## src/rtl/memshare_alloc_sched_if.sv

```systemverilog
// memshare_alloc_sched_if: request, RFMU and grant signals of the memShare sequencer.
// Suffixes are from the scheduler's view; slave = scheduler, master = requester/RFMU side.
interface memshare_alloc_sched_if #(
    parameter int REQ_NUM = 4
);
    logic               rqst_valid_i;
    logic               rqst_ready_o;
    logic [REQ_NUM-1:0] rqst_pattern_i;
    logic               rfmu_shift_req_o;
    logic               rfmu_ack_i;
    logic               rfmu_isGtr_i;
    logic               pipeCycle_begin_o;
    logic               isGtr_o;
    logic               alloc_valid_o;
    logic [REQ_NUM-1:0] alloc_grant_o;
    logic               set_done_o;
    logic               rqst_err_o;

    modport slave (
        input  rqst_valid_i, rqst_pattern_i, rfmu_ack_i, rfmu_isGtr_i,
        output rqst_ready_o, rfmu_shift_req_o, pipeCycle_begin_o, isGtr_o,
        output alloc_valid_o, alloc_grant_o, set_done_o, rqst_err_o
    );

    modport master (
        output rqst_valid_i, rqst_pattern_i, rfmu_ack_i, rfmu_isGtr_i,
        input  rqst_ready_o, rfmu_shift_req_o, pipeCycle_begin_o, isGtr_o,
        input  alloc_valid_o, alloc_grant_o, set_done_o, rqst_err_o
    );
endinterface

```

## src/rtl/memshare_alloc_sched.sv

```systemverilog
// memshare_alloc_sched: serialises a request pattern set into round-robin grants,
// one RFMU shift-generation handshake per grant.
// Ports: sys_clk, rst (async, active-high), bus (memshare_alloc_sched_if.slave):
//   rqst_valid_i/rqst_ready_o/rqst_pattern_i  - pattern set handshake
//   rfmu_shift_req_o/rfmu_ack_i/rfmu_isGtr_i   - RFMU shift generation
//   pipeCycle_begin_o, isGtr_o                 - skid buffer control
//   alloc_valid_o/alloc_grant_o, set_done_o, rqst_err_o
// Optional macro MEMSHARE_SCHED_TIMEOUT_EN adds an RFMU ack watchdog.
module memshare_alloc_sched #(
    parameter int MAX_ALLOC_SEQ_NUM = 2,
    parameter int REQ_NUM           = 4,
    parameter int TIMEOUT_CYC       = 16
) (
    input logic                   sys_clk,
    input logic                   rst,
    memshare_alloc_sched_if.slave bus
);
    localparam int PTR_W = $clog2(REQ_NUM);
    localparam int CNT_W = $clog2(REQ_NUM + 1);
    localparam int SEQ_W = $clog2(MAX_ALLOC_SEQ_NUM + 1);

    if (REQ_NUM < 2 || MAX_ALLOC_SEQ_NUM < 1 || TIMEOUT_CYC < 1) begin : g_cfg_chk
        $error("memshare_alloc_sched: illegal parameters");
    end

    typedef enum logic [1:0] {
        IDLE,
        SHIFT_GEN,
        ALLOC,
        DONE
    } state_t;

    state_t             state_q;
    logic [PTR_W-1:0]   rr_q;
    logic [REQ_NUM-1:0] mask_q;
    logic [SEQ_W-1:0]   seq_q;
    logic               ready_q;
    logic               shreq_q;
    logic               pcb_q;
    logic               gtr_q;
    logic               av_q;
    logic [REQ_NUM-1:0] grant_q;
    logic [PTR_W-1:0]   gidx_q;
    logic               done_q;
    logic               err_q;
`ifdef MEMSHARE_SCHED_TIMEOUT_EN
    localparam int WD_W = $clog2(TIMEOUT_CYC + 1);
    logic [WD_W-1:0]    wdog_q;
    logic [WD_W-1:0]    wdog_d;
    assign wdog_d = wdog_q + WD_W'(1);
`endif

    logic [CNT_W-1:0]   pcnt;
    logic               bad_set;
    logic [REQ_NUM-1:0] grant_d;
    logic [PTR_W-1:0]   gidx_d;
    logic [PTR_W-1:0]   idx;
    logic               found;
    logic [REQ_NUM-1:0] left_mask;

    always_comb begin
        pcnt = '0;
        for (int i = 0; i < REQ_NUM; i++) begin
            pcnt = pcnt + CNT_W'(bus.rqst_pattern_i[i]);
        end
    end

    assign bad_set = (pcnt == '0) || (int'(pcnt) > MAX_ALLOC_SEQ_NUM);

    // Cyclic first-one search starting at rr_q; PTR_W-bit add wraps.
    always_comb begin
        grant_d = '0;
        gidx_d  = '0;
        idx     = '0;
        found   = 1'b0;
        for (int i = 0; i < REQ_NUM; i++) begin
            idx = rr_q + PTR_W'(i);
            if (!found && mask_q[idx]) begin
                found        = 1'b1;
                gidx_d       = idx;
                grant_d[idx] = 1'b1;
            end
        end
    end

    assign left_mask = mask_q & ~grant_q;

    // Outputs are registered: each is set on the transition into the
    // state that owns it, so it lines up with state_q.
    always_ff @(posedge sys_clk or posedge rst) begin
        if (rst) begin
            state_q <= IDLE;
            rr_q    <= '0;
            mask_q  <= '0;
            seq_q   <= '0;
            ready_q <= 1'b1;
            shreq_q <= 1'b0;
            pcb_q   <= 1'b0;
            gtr_q   <= 1'b0;
            av_q    <= 1'b0;
            grant_q <= '0;
            gidx_q  <= '0;
            done_q  <= 1'b0;
            err_q   <= 1'b0;
`ifdef MEMSHARE_SCHED_TIMEOUT_EN
            wdog_q  <= '0;
`endif
        end else begin
            pcb_q   <= 1'b0;
            av_q    <= 1'b0;
            grant_q <= '0;
            done_q  <= 1'b0;
            err_q   <= 1'b0;
            unique case (state_q)
                IDLE: begin
                    if (bus.rqst_valid_i && ready_q) begin
                        if (bad_set) begin
                            err_q <= 1'b1;
                        end else begin
                            mask_q  <= bus.rqst_pattern_i;
                            seq_q   <= '0;
                            state_q <= SHIFT_GEN;
                            ready_q <= 1'b0;
                            shreq_q <= 1'b1;
                            pcb_q   <= 1'b1;
`ifdef MEMSHARE_SCHED_TIMEOUT_EN
                            wdog_q  <= '0;
`endif
                        end
                    end
                end
                SHIFT_GEN: begin
                    if (bus.rfmu_ack_i) begin
                        gtr_q   <= bus.rfmu_isGtr_i;
                        state_q <= ALLOC;
                        shreq_q <= 1'b0;
                        av_q    <= 1'b1;
                        grant_q <= grant_d;
                        gidx_q  <= gidx_d;
                    end
`ifdef MEMSHARE_SCHED_TIMEOUT_EN
                    // Abort after TIMEOUT_CYC ack-less cycles; rr_q untouched.
                    else if (wdog_d == WD_W'(TIMEOUT_CYC)) begin
                        state_q <= IDLE;
                        shreq_q <= 1'b0;
                        err_q   <= 1'b1;
                        ready_q <= 1'b1;
                        mask_q  <= '0;
                        wdog_q  <= '0;
                    end else begin
                        wdog_q  <= wdog_d;
                    end
`endif
                end
                ALLOC: begin
                    mask_q <= left_mask;
                    rr_q   <= gidx_q + PTR_W'(1);
                    seq_q  <= seq_q + SEQ_W'(1);
                    if (left_mask != '0) begin
                        state_q <= SHIFT_GEN;
                        shreq_q <= 1'b1;
`ifdef MEMSHARE_SCHED_TIMEOUT_EN
                        wdog_q  <= '0;
`endif
                    end else begin
                        state_q <= DONE;
                        done_q  <= 1'b1;
                    end
                end
                DONE: begin
                    state_q <= IDLE;
                    ready_q <= 1'b1;
                end
                default: state_q <= IDLE;
            endcase
        end
    end

    assign bus.rqst_ready_o      = ready_q;
    assign bus.rfmu_shift_req_o  = shreq_q;
    assign bus.pipeCycle_begin_o = pcb_q;
    assign bus.isGtr_o           = gtr_q;
    assign bus.alloc_valid_o     = av_q;
    assign bus.alloc_grant_o     = grant_q;
    assign bus.set_done_o        = done_q;
    assign bus.rqst_err_o        = err_q;
endmodule

```

## src/flat_wrapper.sv

```systemverilog
// flat-port wrapper written by rule: the top's interface ports become plain ports
module memshare_alloc_sched_flat 
#(
    parameter int MAX_ALLOC_SEQ_NUM = 2,
    parameter int REQ_NUM           = 4,
    parameter int TIMEOUT_CYC       = 16
)
  (sys_clk, rst, bus_rqst_valid_i, bus_rqst_pattern_i, bus_rfmu_ack_i, bus_rfmu_isGtr_i, bus_rqst_ready_o, bus_rfmu_shift_req_o, bus_pipeCycle_begin_o, bus_isGtr_o, bus_alloc_valid_o, bus_alloc_grant_o, bus_set_done_o, bus_rqst_err_o);
  memshare_alloc_sched_if #(.REQ_NUM(REQ_NUM)) bus_i ();
  input logic sys_clk;
  input logic rst;
  input wire logic [$bits(bus_i.rqst_valid_i)-1:0] bus_rqst_valid_i;
  input wire logic [$bits(bus_i.rqst_pattern_i)-1:0] bus_rqst_pattern_i;
  input wire logic [$bits(bus_i.rfmu_ack_i)-1:0] bus_rfmu_ack_i;
  input wire logic [$bits(bus_i.rfmu_isGtr_i)-1:0] bus_rfmu_isGtr_i;
  output wire logic [$bits(bus_i.rqst_ready_o)-1:0] bus_rqst_ready_o;
  output wire logic [$bits(bus_i.rfmu_shift_req_o)-1:0] bus_rfmu_shift_req_o;
  output wire logic [$bits(bus_i.pipeCycle_begin_o)-1:0] bus_pipeCycle_begin_o;
  output wire logic [$bits(bus_i.isGtr_o)-1:0] bus_isGtr_o;
  output wire logic [$bits(bus_i.alloc_valid_o)-1:0] bus_alloc_valid_o;
  output wire logic [$bits(bus_i.alloc_grant_o)-1:0] bus_alloc_grant_o;
  output wire logic [$bits(bus_i.set_done_o)-1:0] bus_set_done_o;
  output wire logic [$bits(bus_i.rqst_err_o)-1:0] bus_rqst_err_o;
  assign bus_i.rqst_valid_i = bus_rqst_valid_i;
  assign bus_i.rqst_pattern_i = bus_rqst_pattern_i;
  assign bus_i.rfmu_ack_i = bus_rfmu_ack_i;
  assign bus_i.rfmu_isGtr_i = bus_rfmu_isGtr_i;
  assign bus_rqst_ready_o = bus_i.rqst_ready_o;
  assign bus_rfmu_shift_req_o = bus_i.rfmu_shift_req_o;
  assign bus_pipeCycle_begin_o = bus_i.pipeCycle_begin_o;
  assign bus_isGtr_o = bus_i.isGtr_o;
  assign bus_alloc_valid_o = bus_i.alloc_valid_o;
  assign bus_alloc_grant_o = bus_i.alloc_grant_o;
  assign bus_set_done_o = bus_i.set_done_o;
  assign bus_rqst_err_o = bus_i.rqst_err_o;
  memshare_alloc_sched #(.MAX_ALLOC_SEQ_NUM(MAX_ALLOC_SEQ_NUM), .REQ_NUM(REQ_NUM), .TIMEOUT_CYC(TIMEOUT_CYC)) u_core (.sys_clk(sys_clk), .rst(rst), .bus(bus_i));
endmodule
```

## config.mk

```make
export PLATFORM = sky130hd
export DESIGN_NAME = memshare_alloc_sched_flat
export DESIGN_NICKNAME = d
export VERILOG_FILES = /design/src/rtl/memshare_alloc_sched_if.sv /design/src/rtl/memshare_alloc_sched.sv /design/src/flat_wrapper.sv
export SDC_FILE = /design/constraint.sdc
export NUM_CORES = 1
export LEC_CHECK = 0
export CORE_MARGIN = 3
export CORE_UTILIZATION = 40
export DETAILED_ROUTE_END_ITERATION = 10
export HOLD_SLACK_MARGIN = 0.03
export PLACE_DENSITY_LB_ADDON = 0.2
export SYNTH_ARGS = -nofsm -noshare
export SYNTH_HDL_FRONTEND = slang
export SYNTH_SLANG_ARGS = --single-unit
```

## constraint.sdc

```tcl
create_clock -name sys_clk -period 4.35 [get_ports sys_clk]
set_clock_uncertainty 0.1 [all_clocks]
set_input_delay 0.435 -clock sys_clk [delete_from_list [all_inputs] [get_ports sys_clk]]
set_output_delay 0.435 -clock sys_clk [all_outputs]
set_load 0.03 [all_outputs]
```

==> summary.md <==
| Metric | Value |
|---|---|
| Status | completed |
| PwrDens | 757.1 nW/um^2 |
| Site row count | 21 |
| Max cap viols | 0 |
| Initial Util | 42.45% |
| H-tree Lvls | 1 |
| CP Data Arrival Time | 2.92 ns |
| DRT antenna net count | 0 |
| Highest Clock Rate | 0.3530 GHz |
| Place WS | 1.233 ns |
| Ant. Diodes | 0 |
| Clock slew at reported path FFs | 0.11 ns |
| Core Region | 3390 sq um |
| Fill cells | 326 |
| PostCTS Resize Cnt | 0 |
| # nets final | 193 |
| Cts bufs inserted | 3 |
| Post-synthesis sequential area ratio | 36.61% |
| Synth Cell Area | 1439 sq um |
| HP Class | reg2reg |
| Final instance count without filler cells | 219 |
| PnR worst setup slack | 1.517 ns |
| Max-Slew Margin vs Limit | 47.71% |
| First-pass GRT wire length | 5.368 mm |
| Syn Area/Cell | 9.165 sq um |
| Number of remaining DRC errors | 0 |
| Clk buf depth | 2 |
| Finished Cell Area | 1670 sq um |
| Worst VDD drop | 0.3469 mV |
| Die area | 4353 sq um |
| CTS tree | built |
| Yosys cell types | 44 |
| Gp weighted congestion | 0.7713 |
| Number of synthesized register bits | 21 |
| Setup crit start kind | register |
| # IOs | 20 |
| WL/cell | 14.79 um |
| # port buffers | 19 |
| Number of global-route vias before repair | 1216 |
| Least-Margin Pin Slew | 0.7835 ns |
| Critical path type | reg2reg |
| Hold-fix buffers, CTS | 0 |
| Worst path required time | 4.43 ns |
| Gr usage total | 15.63% |
| Minimum clock period | 2.833 ns |
| Vias/cell | 5.603 |
| Die X | 65.98 um |
| DRT Wirelength | 3.238 mm |
| Crit-path max FO | 17 |
| Antenna violations before repair | 0 |
| Post-CTS Setup Bufs | 0 |
| Period Utilization, post-route | 65.12% |
| Dpl cells | 215 |
| Die span in y | 65.98 um |
| Synthesized instance count | 157 |
| Final setup fails | 0 |
| Global route overflow | 0 |
| Syn-to-layout area delta | 16.09% |
| Crit end category | register |
| TNS Setup | 0 ns |
| DR iter-0 viols | 72 |
| Hold Fails Final Rpt | 0 |
| Final core occ | 49.28% |
| Vias | 1227 |
| Root buf cell | clkbuf_4 |
| Leakage | 0.7499 nW |
| DR pass1 iterations | 5 |
| Clk Latency, worst-skew pair | 0.30 ns |
| RSZ-0062 raised after global routing | no |
| Syn nets | 176 |
| Fin. max-slew vios | 0 |
| DPL Wire Length | 2.471 mm |
| Largest net degree at the start of global routing | 22 |
| Yosys warns | 0 |
| Layout cell share with drive strength beyond 1 | 11.56% |
| Clock net sink count | 21 |
| Cell Area, Placed | 1643 sq um |
[final timing paths]
kind	cells past startpoint	endpoint	slack (ns)	startpoint
worst max-delay path	6	u_core.bus.alloc_grant_o[3]$_DFF_PP0_	1.52	u_core.rr_q[0]$_DFFE_PP0P_
worst min-delay path	2	u_core.bus.isGtr_o$_DFFE_PP0P_	0.38	u_core.bus.isGtr_o$_DFFE_PP0P_
worst max register to register	6	u_core.bus.alloc_grant_o[3]$_DFF_PP0_	1.52	u_core.rr_q[0]$_DFFE_PP0P_
worst min register to register	2	u_core.bus.isGtr_o$_DFFE_PP0P_	0.38	u_core.bus.isGtr_o$_DFFE_PP0P_
max in group asynchronous	2	u_core.rr_q[0]$_DFFE_PP0P_	3.20	rst
min in group asynchronous	2	u_core.bus.alloc_valid_o$_DFF_PP0_	0.47	rst
[registers in the layout (all words and copies together) (netlist names)]
name                          count
u_core.bus.rfmu_shift_req_o       1
u_core.bus.pipeCycle_begin_o      1
u_core.mask_q                     4
u_core.bus.set_done_o             1
u_core.gidx_q                     2
u_core.bus.alloc_grant_o          4
u_core.bus.alloc_valid_o          1
u_core.rr_q                       2
u_core.bus.isGtr_o                1
u_core.bus.rqst_ready_o           1
u_core.state_q                    2
u_core.bus.rqst_err_o             1
[power by group]
group / leakage [nW] / switching (mW) / internal [mW] / total [mW]
logic: 0.474 / 0.438 / 0.323 / 0.761
registers: 0.258 / 0.135 / 0.275 / 0.410
clock network: 0.0177 / 0.0592 / 0.0342 / 0.0935
[layer usage]
layer	global-route usage, %	vias to the layer above	routed length, um
li1	-	593	-
met1	20.09	606	1524
met2	27.28	26	1592
met3	1.531	2	100
met4	5.330	0	21
met5	0	-	0
[Yosys cell counts]
library cell / n / area share [%]
mux4_2: 1 / 1.6
ha_1: 9 / 7.8
xor2_1: 1 / 0.61
a2111oi_0: 1 / 0.61
inv_1: 13 / 3.4
o21a_1: 2 / 1.0
nor3_1: 11 / 3.8
o21ai_1: 2 / 0.70
nand2b_1: 2 / 0.87
buf_4: 2 / 1.0
nor3b_1: 1 / 0.52
nor4bb_1: 1 / 0.70
nand3b_1: 1 / 0.52
a221oi_1: 3 / 1.8
a211oi_1: 1 / 0.52
nor2_2: 3 / 1.3
mux2i_1: 2 / 1.4
fa_1: 1 / 1.4
nor2_1: 10 / 2.6
o221ai_1: 2 / 1.2
mux2_4: 1 / 1.0
a21oi_1: 14 / 4.9
a22oi_1: 4 / 2.1
dfrtp_1: 20 / 35
a211o_1: 4 / 2.4
inv_2: 3 / 0.78
nor2_4: 1 / 0.78
dfstp_2: 1 / 1.8
clkbuf_1: 2 / 0.52
clkinvlp_2: 1 / 0.35
nor2b_1: 1 / 0.44
buf_6: 1 / 0.78
o21ai_0: 5 / 1.7
mux2i_2: 3 / 2.9
nand2_1: 13 / 3.4
o31ai_1: 1 / 0.52
o31a_1: 1 / 0.61
buf_2: 2 / 0.70
and2_1: 1 / 0.44
nand3_1: 1 / 0.35
o22ai_1: 5 / 2.2
nand3b_4: 1 / 1.4
a2111oi_2: 1 / 1.0
a311oi_1: 1 / 0.61
[cells in the final DEF, fill, tap and decap left out, types with 3 or more instances in the layout]
cell type        Yosys  final
inv_2                3      3
ha_1                 9      9
a211o_1              4      4
o22ai_1              5      5
nor3_1              11     11
inv_1               13     13
nand2_1             13     13
o21ai_0              5      5
a22oi_1              4      4
a221oi_1             3      3
a21oi_1             14     14
clkdlybuf4s50_1      0     19
clkbuf_4             0      3
nor2_1              10     10
mux2i_2              3      3
dfrtp_1             20     20
nor2_2               3      3
[critical path, stage by stage (launching register included)]
cell     delay [ns]
dfrtp_1        0.78
inv_2          0.13
ha_1           0.55
mux4_2         0.61
a21oi_1        0.17
nor3_1         0.07
a211o_1        0.31
[per-stage QoR]
| stage | hold WS [ns] | power [mW] |
|---|---|---|
| final | 0.3839 | 1.265 |
| after global routing | 0.4317 | 1.365 |
| after CTS | 0.3936 | 1.267 |
| after detailed placement | 0.3658 | 1.172 |
| after global placement | 0.3604 | 1.153 |
| after floorplan | 0.3108 | 0.9871 |
[layout make-up]
class / count / area (sq um) / share of cell area [%]
clock buffers: 3 / 22.52 / 1.348
clock inverters: 1 / 5.005 / 0.2996
inverters: 17 / 65.06 / 3.895
multi-input cells: 112 / 803.3 / 48.09
flip-flops and latches: 21 / 526.8 / 31.54
well taps: 46 / 57.56 / 3.446
repair buffers: 19 / 190.2 / 11.39
[cell families after synthesis]
kind of cell,count (synthesis),share of synthesized area (%)
compound gates,47,22.00
xor+xnor,1,0.6088
fa+ha+maj,10,9.218
buf+inv,24,7.565
flops,21,36.61
mux,7,6.869
simple gates,47,17.13
Note: power is estimated with default switching activity, not from simulation.
